### src/rtl/cpu_pkg.sv
// ============================================================================
// Module      : cpu_pkg
// Description : Shared CPU constants and instruction-loader state encoding.
// Revision    : 1.0 - initial release
// ============================================================================
`default_nettype none

package cpu_pkg;

    localparam int         INSTR_W  = 32;
    localparam logic [5:0] OPC_HALT = 6'b111111;

    typedef enum logic [1:0] {
        LD_IDLE  = 2'd0,
        LD_RECV  = 2'd1,
        LD_WRITE = 2'd2,
        LD_DONE  = 2'd3
    } ld_state_t;

    function automatic logic is_halt(input logic [INSTR_W-1:0] word);
        return (word[31:26] == OPC_HALT);
    endfunction

endpackage

`default_nettype wire

### src/rtl/instr_mem_loader_byte_packer.sv
// ============================================================================
// Module      : byte_packer
// Description : Big-endian byte-to-word assembler (shift register + 2-bit count).
// Revision    : 1.0 - initial release
// ============================================================================
`default_nettype none

module byte_packer
    import cpu_pkg::*;
(
    input  logic               clk,
    input  logic               rst_n,
    input  logic               clr,
    input  logic               xfer,
    input  logic [7:0]         byte_in,
    output logic [INSTR_W-1:0] word,
    output logic               word_ready
);

    logic [INSTR_W-1:0] r_word;
    logic [1:0]         r_cnt;

    // First byte ends up in the top lane after four left shifts.
    always_ff @(posedge clk or negedge rst_n) begin
        if (!rst_n) begin
            r_word <= '0;
            r_cnt  <= 2'd0;
        end else if (clr) begin
            r_cnt  <= 2'd0;
        end else if (xfer) begin
            r_word <= {r_word[INSTR_W-9:0], byte_in};
            r_cnt  <= r_cnt + 2'd1;
        end
    end

    assign word       = r_word;
    assign word_ready = xfer && (r_cnt == 2'd3);

endmodule

`default_nettype wire

### src/rtl/instr_mem_loader.sv
// ============================================================================
// Module      : instr_mem_loader
// Description : Byte-stream to instruction-memory loader; stops on halt or full.
//               Optional INSTR_LOADER_CHECKSUM_EN adds an XOR checksum of bytes.
// Revision    : 1.0 - initial release
// ============================================================================
`default_nettype none

module instr_mem_loader
    import cpu_pkg::*;
#(
    parameter int ADDR_W = 7,
    parameter int DATA_W = 32
) (
    input  logic              clk,
    input  logic              rst_n,
    input  logic              start,
    input  logic              in_valid,
    input  logic [7:0]        in_data,
    output logic              in_ready,
    output logic              mem_we,
    output logic [ADDR_W-1:0] mem_waddr,
    output logic [DATA_W-1:0] mem_wdata,
    output logic              busy,
    output logic              done,
    output logic              overflow_err,
    output logic [7:0]        checksum
);

    localparam logic [ADDR_W-1:0] c_last_addr = '1;

    ld_state_t          r_state;
    ld_state_t          w_state_nxt;
    logic [ADDR_W-1:0]  r_waddr;
    logic               r_ovf;
    logic               w_start_ok;
    logic               w_xfer;
    logic               w_word_ready;
    logic [INSTR_W-1:0] w_word;
    logic               w_halt;
    logic               w_last;

    assign w_xfer = in_valid && in_ready;
    assign w_halt = is_halt(w_word);
    assign w_last = (r_waddr == c_last_addr);

    byte_packer u_packer (
        .clk        (clk),
        .rst_n      (rst_n),
        .clr        (w_start_ok),
        .xfer       (w_xfer),
        .byte_in    (in_data),
        .word       (w_word),
        .word_ready (w_word_ready)
    );

    always_ff @(posedge clk or negedge rst_n) begin
        if (!rst_n) begin
            r_state <= LD_IDLE;
        end else begin
            r_state <= w_state_nxt;
        end
    end

    always_comb begin
        w_state_nxt = r_state;
        w_start_ok  = 1'b0;
        case (r_state)
            LD_IDLE, LD_DONE: begin
                if (start) begin
                    w_state_nxt = LD_RECV;
                    w_start_ok  = 1'b1;
                end
            end
            LD_RECV: begin
                if (w_word_ready) begin
                    w_state_nxt = LD_WRITE;
                end
            end
            LD_WRITE: begin
                if (w_halt || w_last) begin
                    w_state_nxt = LD_DONE;
                end else begin
                    w_state_nxt = LD_RECV;
                end
            end
            default: begin
                w_state_nxt = LD_IDLE;
            end
        endcase
    end

    // Address advances only after a non-final write, so it never wraps.
    always_ff @(posedge clk or negedge rst_n) begin
        if (!rst_n) begin
            r_waddr <= '0;
            r_ovf   <= 1'b0;
        end else if (w_start_ok) begin
            r_waddr <= '0;
            r_ovf   <= 1'b0;
        end else if (r_state == LD_WRITE) begin
            if (!w_halt && w_last) begin
                r_ovf <= 1'b1;
            end else if (!w_halt) begin
                r_waddr <= r_waddr + 1'b1;
            end
        end
    end

    assign in_ready     = (r_state == LD_RECV);
    assign mem_we       = (r_state == LD_WRITE);
    assign busy         = (r_state == LD_RECV) || (r_state == LD_WRITE);
    assign done         = (r_state == LD_DONE);
    assign overflow_err = r_ovf;
    assign mem_waddr    = r_waddr;
    assign mem_wdata    = w_word;

`ifdef INSTR_LOADER_CHECKSUM_EN
    logic [7:0] r_checksum;

    always_ff @(posedge clk or negedge rst_n) begin
        if (!rst_n) begin
            r_checksum <= 8'h00;
        end else if (w_start_ok) begin
            r_checksum <= 8'h00;
        end else if (w_xfer) begin
            r_checksum <= r_checksum ^ in_data;
        end
    end

    assign checksum = r_checksum;
`else
    assign checksum = 8'h00;
`endif

endmodule

`default_nettype wire

### config.mk
export PLATFORM = sky130hd
export DESIGN_NAME = instr_mem_loader
export DESIGN_NICKNAME = d
export VERILOG_FILES = /design/src/rtl/cpu_pkg.sv /design/src/rtl/instr_mem_loader_byte_packer.sv /design/src/rtl/instr_mem_loader.sv
export SDC_FILE = /design/constraint.sdc
export NUM_CORES = 1
export LEC_CHECK = 0
export ABC_CLOCK_PERIOD_IN_PS = 2000
export BUFFER_PORTS_ARGS = -buffer_cell sky130_fd_sc_hd__buf_4
export CAP_MARGIN = 20
export CELL_PAD_IN_SITES_DETAIL_PLACEMENT = 0
export CELL_PAD_IN_SITES_GLOBAL_PLACEMENT = 1
export CORE_ASPECT_RATIO = 1.1
export CORE_MARGIN = 2
export CORE_UTILIZATION = 41
export CTS_CLUSTER_DIAMETER = 200
export CTS_CLUSTER_SIZE = 8
export DETAILED_ROUTE_END_ITERATION = 7
export HOLD_SLACK_MARGIN = 0.15
export PLACE_DENSITY_LB_ADDON = 0.1
export SLEW_MARGIN = 20
export SYNTH_ARGS = -nofsm -noshare
export SYNTH_HDL_FRONTEND = slang
export SYNTH_SLANG_ARGS = --single-unit
### constraint.sdc
create_clock -name clk -period 2 [get_ports clk]
set_input_delay 0.2 -clock clk [delete_from_list [all_inputs] [get_ports clk]]
set_output_delay 0.2 -clock clk [all_outputs]
set_load 0.01 [all_outputs]
Word level (Yosys, flattened, before mapping)
Cells that the tools add are included.
W data, S select, Z words.
Cells by class
  $add $sub $neg: 2
  equality and inequality tests: 10
  shift operators: 0
  div/mod/pow operators: 0
  multipliers: 0
  $lt $le $gt $ge: 0
  multiplexer cells: 15
  reductions and logical operators: 15
  bitwise gates (word level): 1
Operators by type and width (count)
  $mux W7: 4
  $mux W2: 5
  $add A7 B1 Y7 const B: 1
  $eq A7 B7 Y1 const B: 1
  $eq A2 B2 Y1 const B: 3
  $eq A6 B6 Y1 const B: 1
  $ne A2 B1 Y1 const B: 3
  $pmux W2 S3: 1
  $reduce_and A2 Y1: 3
  $reduce_bool A2 Y1: 3
  $mux W1: 5
  $logic_and A1 B1 Y1: 3
  $reduce_and A3 Y1: 1
  $add A2 B1 Y2 const B: 1
  $eq A2 B1 Y1 const B: 1
  $logic_not A2 Y1: 1
  $logic_or A1 B1 Y1: 2
  $ne A2 B2 Y1 const B: 1
  $reduce_or A2 Y1: 1
  $logic_not A1 Y1: 1
  $not A1 Y1: 1
Word-level totals
  word-level logic and storage cells: 48
  input port bits: 12
  bits in writable memories: 0
  register bits after elaboration: 44
  memory bits (read-only): 0
  memories kept: 0
  latch bits: 0

Logic depth before layout (Yosys ltp)
  depth in word-level cells: 6
  gate-level depth with buffers: 7
  gate-level depth less buffers: 6

Modules after synthesis
From an unflattened synthesis, not the netlist that was laid out.
Second synthesis, totals
  cell total of the unflattened synthesis: 152
  area total of the unflattened synthesis: 2124.5 um2
By module, submodules not included
  byte_packer: cells an instance 77, instances 1, area each 1455.1 um2
  instr_mem_loader: cells an instance 75, instances 1, area each 669.4 um2

Least setup slack after synthesis
OpenSTA, ideal clock, no wires.
  kind: register -> register
  start: register r_state[0]
  end: register u_packer.r_word[10], in the netlist u_packer.word[10]
  cell stages (with the launch flop): 8
  required time: 1.875 ns
  arrival: 1.655 ns
  path buffers: 2
  period minus slack after synthesis: 1.780 ns
  library setup time: 0.125 ns
  setup slack: 0.220 ns
  path through: dfrtp_1 -> inv_1 -> ha_1 -> and2_4 -> buf_12 -> nor2_8 -> buf_12 -> mux2_4
Between the ends
  cells in the longest elaborated chain, start to end: 5
RTL lines
  start, declared: line instr_mem_loader.sv:32  | ld_state_t r_state;
  start signal, assigned: line instr_mem_loader.sv:61  | r_state <= w_state_nxt;
  $eq A2 B2 Y1 / $logic_not A2 Y1 (equally long branches): line instr_mem_loader.sv:68  | case (r_state)
  $reduce_or A2 Y1: line instr_mem_loader.sv:68
  $mux W1: line instr_mem_loader.sv:68
  $not A1 Y1 (no source line)
  $reduce_and A2 Y1 (no source line) (*)
  end signal, assigned: line instr_mem_loader_byte_packer.sv:31  | r_word <= {r_word[INSTR_W-9:0], byte_in};
  end, declared: line instr_mem_loader_byte_packer.sv:20  | logic [INSTR_W-1:0] r_word;
Every way passes the cells marked *; elsewhere a longest branch is shown, timed or not.
A chain may end at the register's enable or synchronous reset.

Final worst setup path
  start: register r_state[0]
  end: register u_packer.r_word[1], in the netlist u_packer.word[1]
The elaborated chain is that of the path after synthesis.

==> flow_summary.toml <==
[global_route]
grt_pass1_vias = 1326
grt_pass1_wl_um = 6450
grt_max_degree = 45
track_usage_pct = 14.6
overflow = 0
antenna_found_initial = 0

[min_path]
hold_end = "u_packer.r_cnt[1]"
hold_class = "input port to register"
hold_depth = 3
hp-start = "in_valid"

[placement]
postPlaceCellArea_sq_um = 2530
place.gp.congestion = 0.782
io_buffers = 55
dpl_worst_slack_ns = 0.159
dp_hpwl_um = 2830

[timing]
final_max_slew_viol_count = 0
skew_ns = 0.0114
worst_slew_pin_slew_ns = 0.564
final-setup-viol-count = 0
max_freq_ghz = 0.542
timing.slew.headroom_pct = 62.4
fin_crit_sh_pct = 92.3
setup_ws_ns = 0.153
setup_tns_ns = 0
rsz0062_at_grt = "no"
hold_viol_final = 0
period_minus_slack_ns = 1.85

[yosys]
yosysMostFrequentCell = "dfrtp_1"
syn_inst = 152
synthArstFlopShare_pct = 100
ys_ff_latch = 44
synth_common_cells = "dfrtp_1 (44), mux2_4 (30), nand2_1 (9), buf_4 (8), nor2_1 (8)"
syn_avg_cell_area_sq_um = 14.1
synth_top_area_share_pct = 51.4
synthDistinctLibCells = 34
yosys.area.top_type = "dfrtp_1"
yosysSeqAreaShare_pct = 51.4
synth_edf_count = 0
yosysWarningCount = 0
netlist_top_cells_area = "dfrtp_1 (51%), mux2_4 (21%), buf_12 (3.7%)"
synth_area_sq_um = 2140
synth_ff_type = "dfrtp_1"

[routing]
num_vias = 1368
drc = 0
wl_per_cell_um = 14.1
final_antenna_net_count = 0
via_per_inst = 4.92
wl_um = 3910
drt_iter0_markers = 61
dr.pass1.iters = 4

[floorplanning]
start_util_pct = 42.6
io_pins = 64
die_h_um = 79.8
dieArea_sq_um = 5820
die_w_um = 72.9
num_rows = 27
core_area_sq_um = 5030

[setup_path]
crit_family = "flip-flops"
crit_buf_inv = 2
worstPathMaxFanout = 24
slowest_delay_ns = 0.39
arrival_ns = 2.02
cp-start-kind = "register"
reg2reg_depth = 6
worstPathRequired_ns = 2.18
r2r-end = "u_packer.word[1]"
slowest_stage = "dfrtp_1"
setup.worst_path.end_class = "register"
reg2reg_setup_slack_ns = 0.15
timing.rr.start = "r_state[0]"
critPathKind = "register to register"
crit_path_cell_trace = "inv_1 -> ha_1 -> and2_4 -> nor2_8 -> buf_12 -> mux2_2"

[clock_network]
cts_root_buf = "clkbuf_8"
clock_latency_ns = 0.30
cts_made_buffers = 5
cts_tree = "yes"
htree_levels = 2
ctsHoldBuffers = 9
cts_max_path_buffers = 2
path_clk_slew_ns = 0.09
clock_sinks = 44
post_cts_resize_count = 0
cts_setup_buffers = 0

[layout]
drive_gt1_share_pct = 47.3
nFillCells = 438
final_net_count = 236
antenna_cells = 0
final_area_sq_um = 2730
utilization_pct = 54.2
area_delta_synth_final_pct = 27.5

[outcome]
status = "finished clean"

[pwr]
vdd_ir_drop_max_mv = 0.883
cellPowerDensity_nw_per_um2 = 1620
power.leakage_nw = 1.34

[run]
drv_cap = 0
state kept, by name, indices dropped and copies added, names as in the netlist:
| name | count |
|---|---|
| u_packer.r_cnt | 2 |
| overflow_err | 1 |
| r_state | 2 |
| u_packer.word | 32 |
| mem_waddr | 7 |
tightest hold or removal path, cell delays in order:
cell	delay, ns
buf_4	0.12
nand3_1	0.09
a21oi_1	0.06
cells by family after synthesis:
logic type | share of synthesized area [%]
flops | 51.4
other cells | 0.175
xor+xnor | 0.409
compound gates | 6.02
buf+inv | 8.00
fa+ha+maj | 2.92
simple gates | 8.06
mux | 23.0
metal layers:
metal  vias to the layer above  global-route usage, %  part of all wire [%]
met1                       664                   18.4                    44
li1                        651                      -                     -
met5                         -                      0                     0
met4                         0                   5.56                   1.6
met2                        46                   23.2                    47
met3                         7                   4.80                   7.0
worst max path at each step:
stage | from | end | slack (ns) | depth (start not counted)
final | r_state[0] | u_packer.word[1] | 0.15 | 6
after global routing | r_state[0] | u_packer.word[0] | 0.06 | 6
after CTS | r_state[0] | u_packer.word[0] | 0.13 | 6
after detailed placement | r_state[0] | u_packer.word[0] | 0.16 | 6
after global placement | r_state[0] | u_packer.word[0] | 0.20 | 6
after floorplan | r_state[0] | u_packer.word[10] | 0.22 | 7
power breakdown:
group          internal, W  switching (W)  leakage (nW)  total (W)
clock network     0.000371       0.000293        0.0552   0.000663
logic              0.00131       0.000831         0.743    0.00214
registers          0.00129       0.000334         0.536    0.00162
layout by cell type, fill, tap and decap left out, types with 2 or more instances in the layout:
cell type	synthesis	routed
o21ai_0	3	3
mux2_2	2	2
ha_1	5	5
mux2_4	30	30
mux2i_1	2	2
nand3_1	3	3
nand3_2	2	2
dlygate4sd3_1	0	9
clkbuf_8	0	5
dfrtp_1	44	44
o31ai_1	2	2
buf_4	8	57
a21oi_1	5	5
inv_1	4	4
conb_1	1	8
o211ai_1	2	2
nand2_1	9	9
o41ai_1	2	2
nor2_1	8	8
cell type report:
class | count | area (sq um) | area share, %
clock buffers | 6 | 72.6 | 2.66
repair buffers | 67 | 538 | 19.7
multi-input cells | 97 | 896 | 32.8
flip-flops and latches | 44 | 1100 | 40.3
clock inverters | 2 | 35.0 | 1.28
inverters | 4 | 15.0 | 0.550
well taps | 58 | 72.6 | 2.66
metrics by stage:
stage	power (W)	cells	hold WS [ns]
global route	0.00472	278	0.237
finish	0.00442	278	0.216
CTS	0.00449	278	0.209
global placement	0.00373	261	0.225
floorplan	0.00306	159	-0.0956
detailed placement	0.00380	261	0.232
Power figures use the tool's default switching activity.
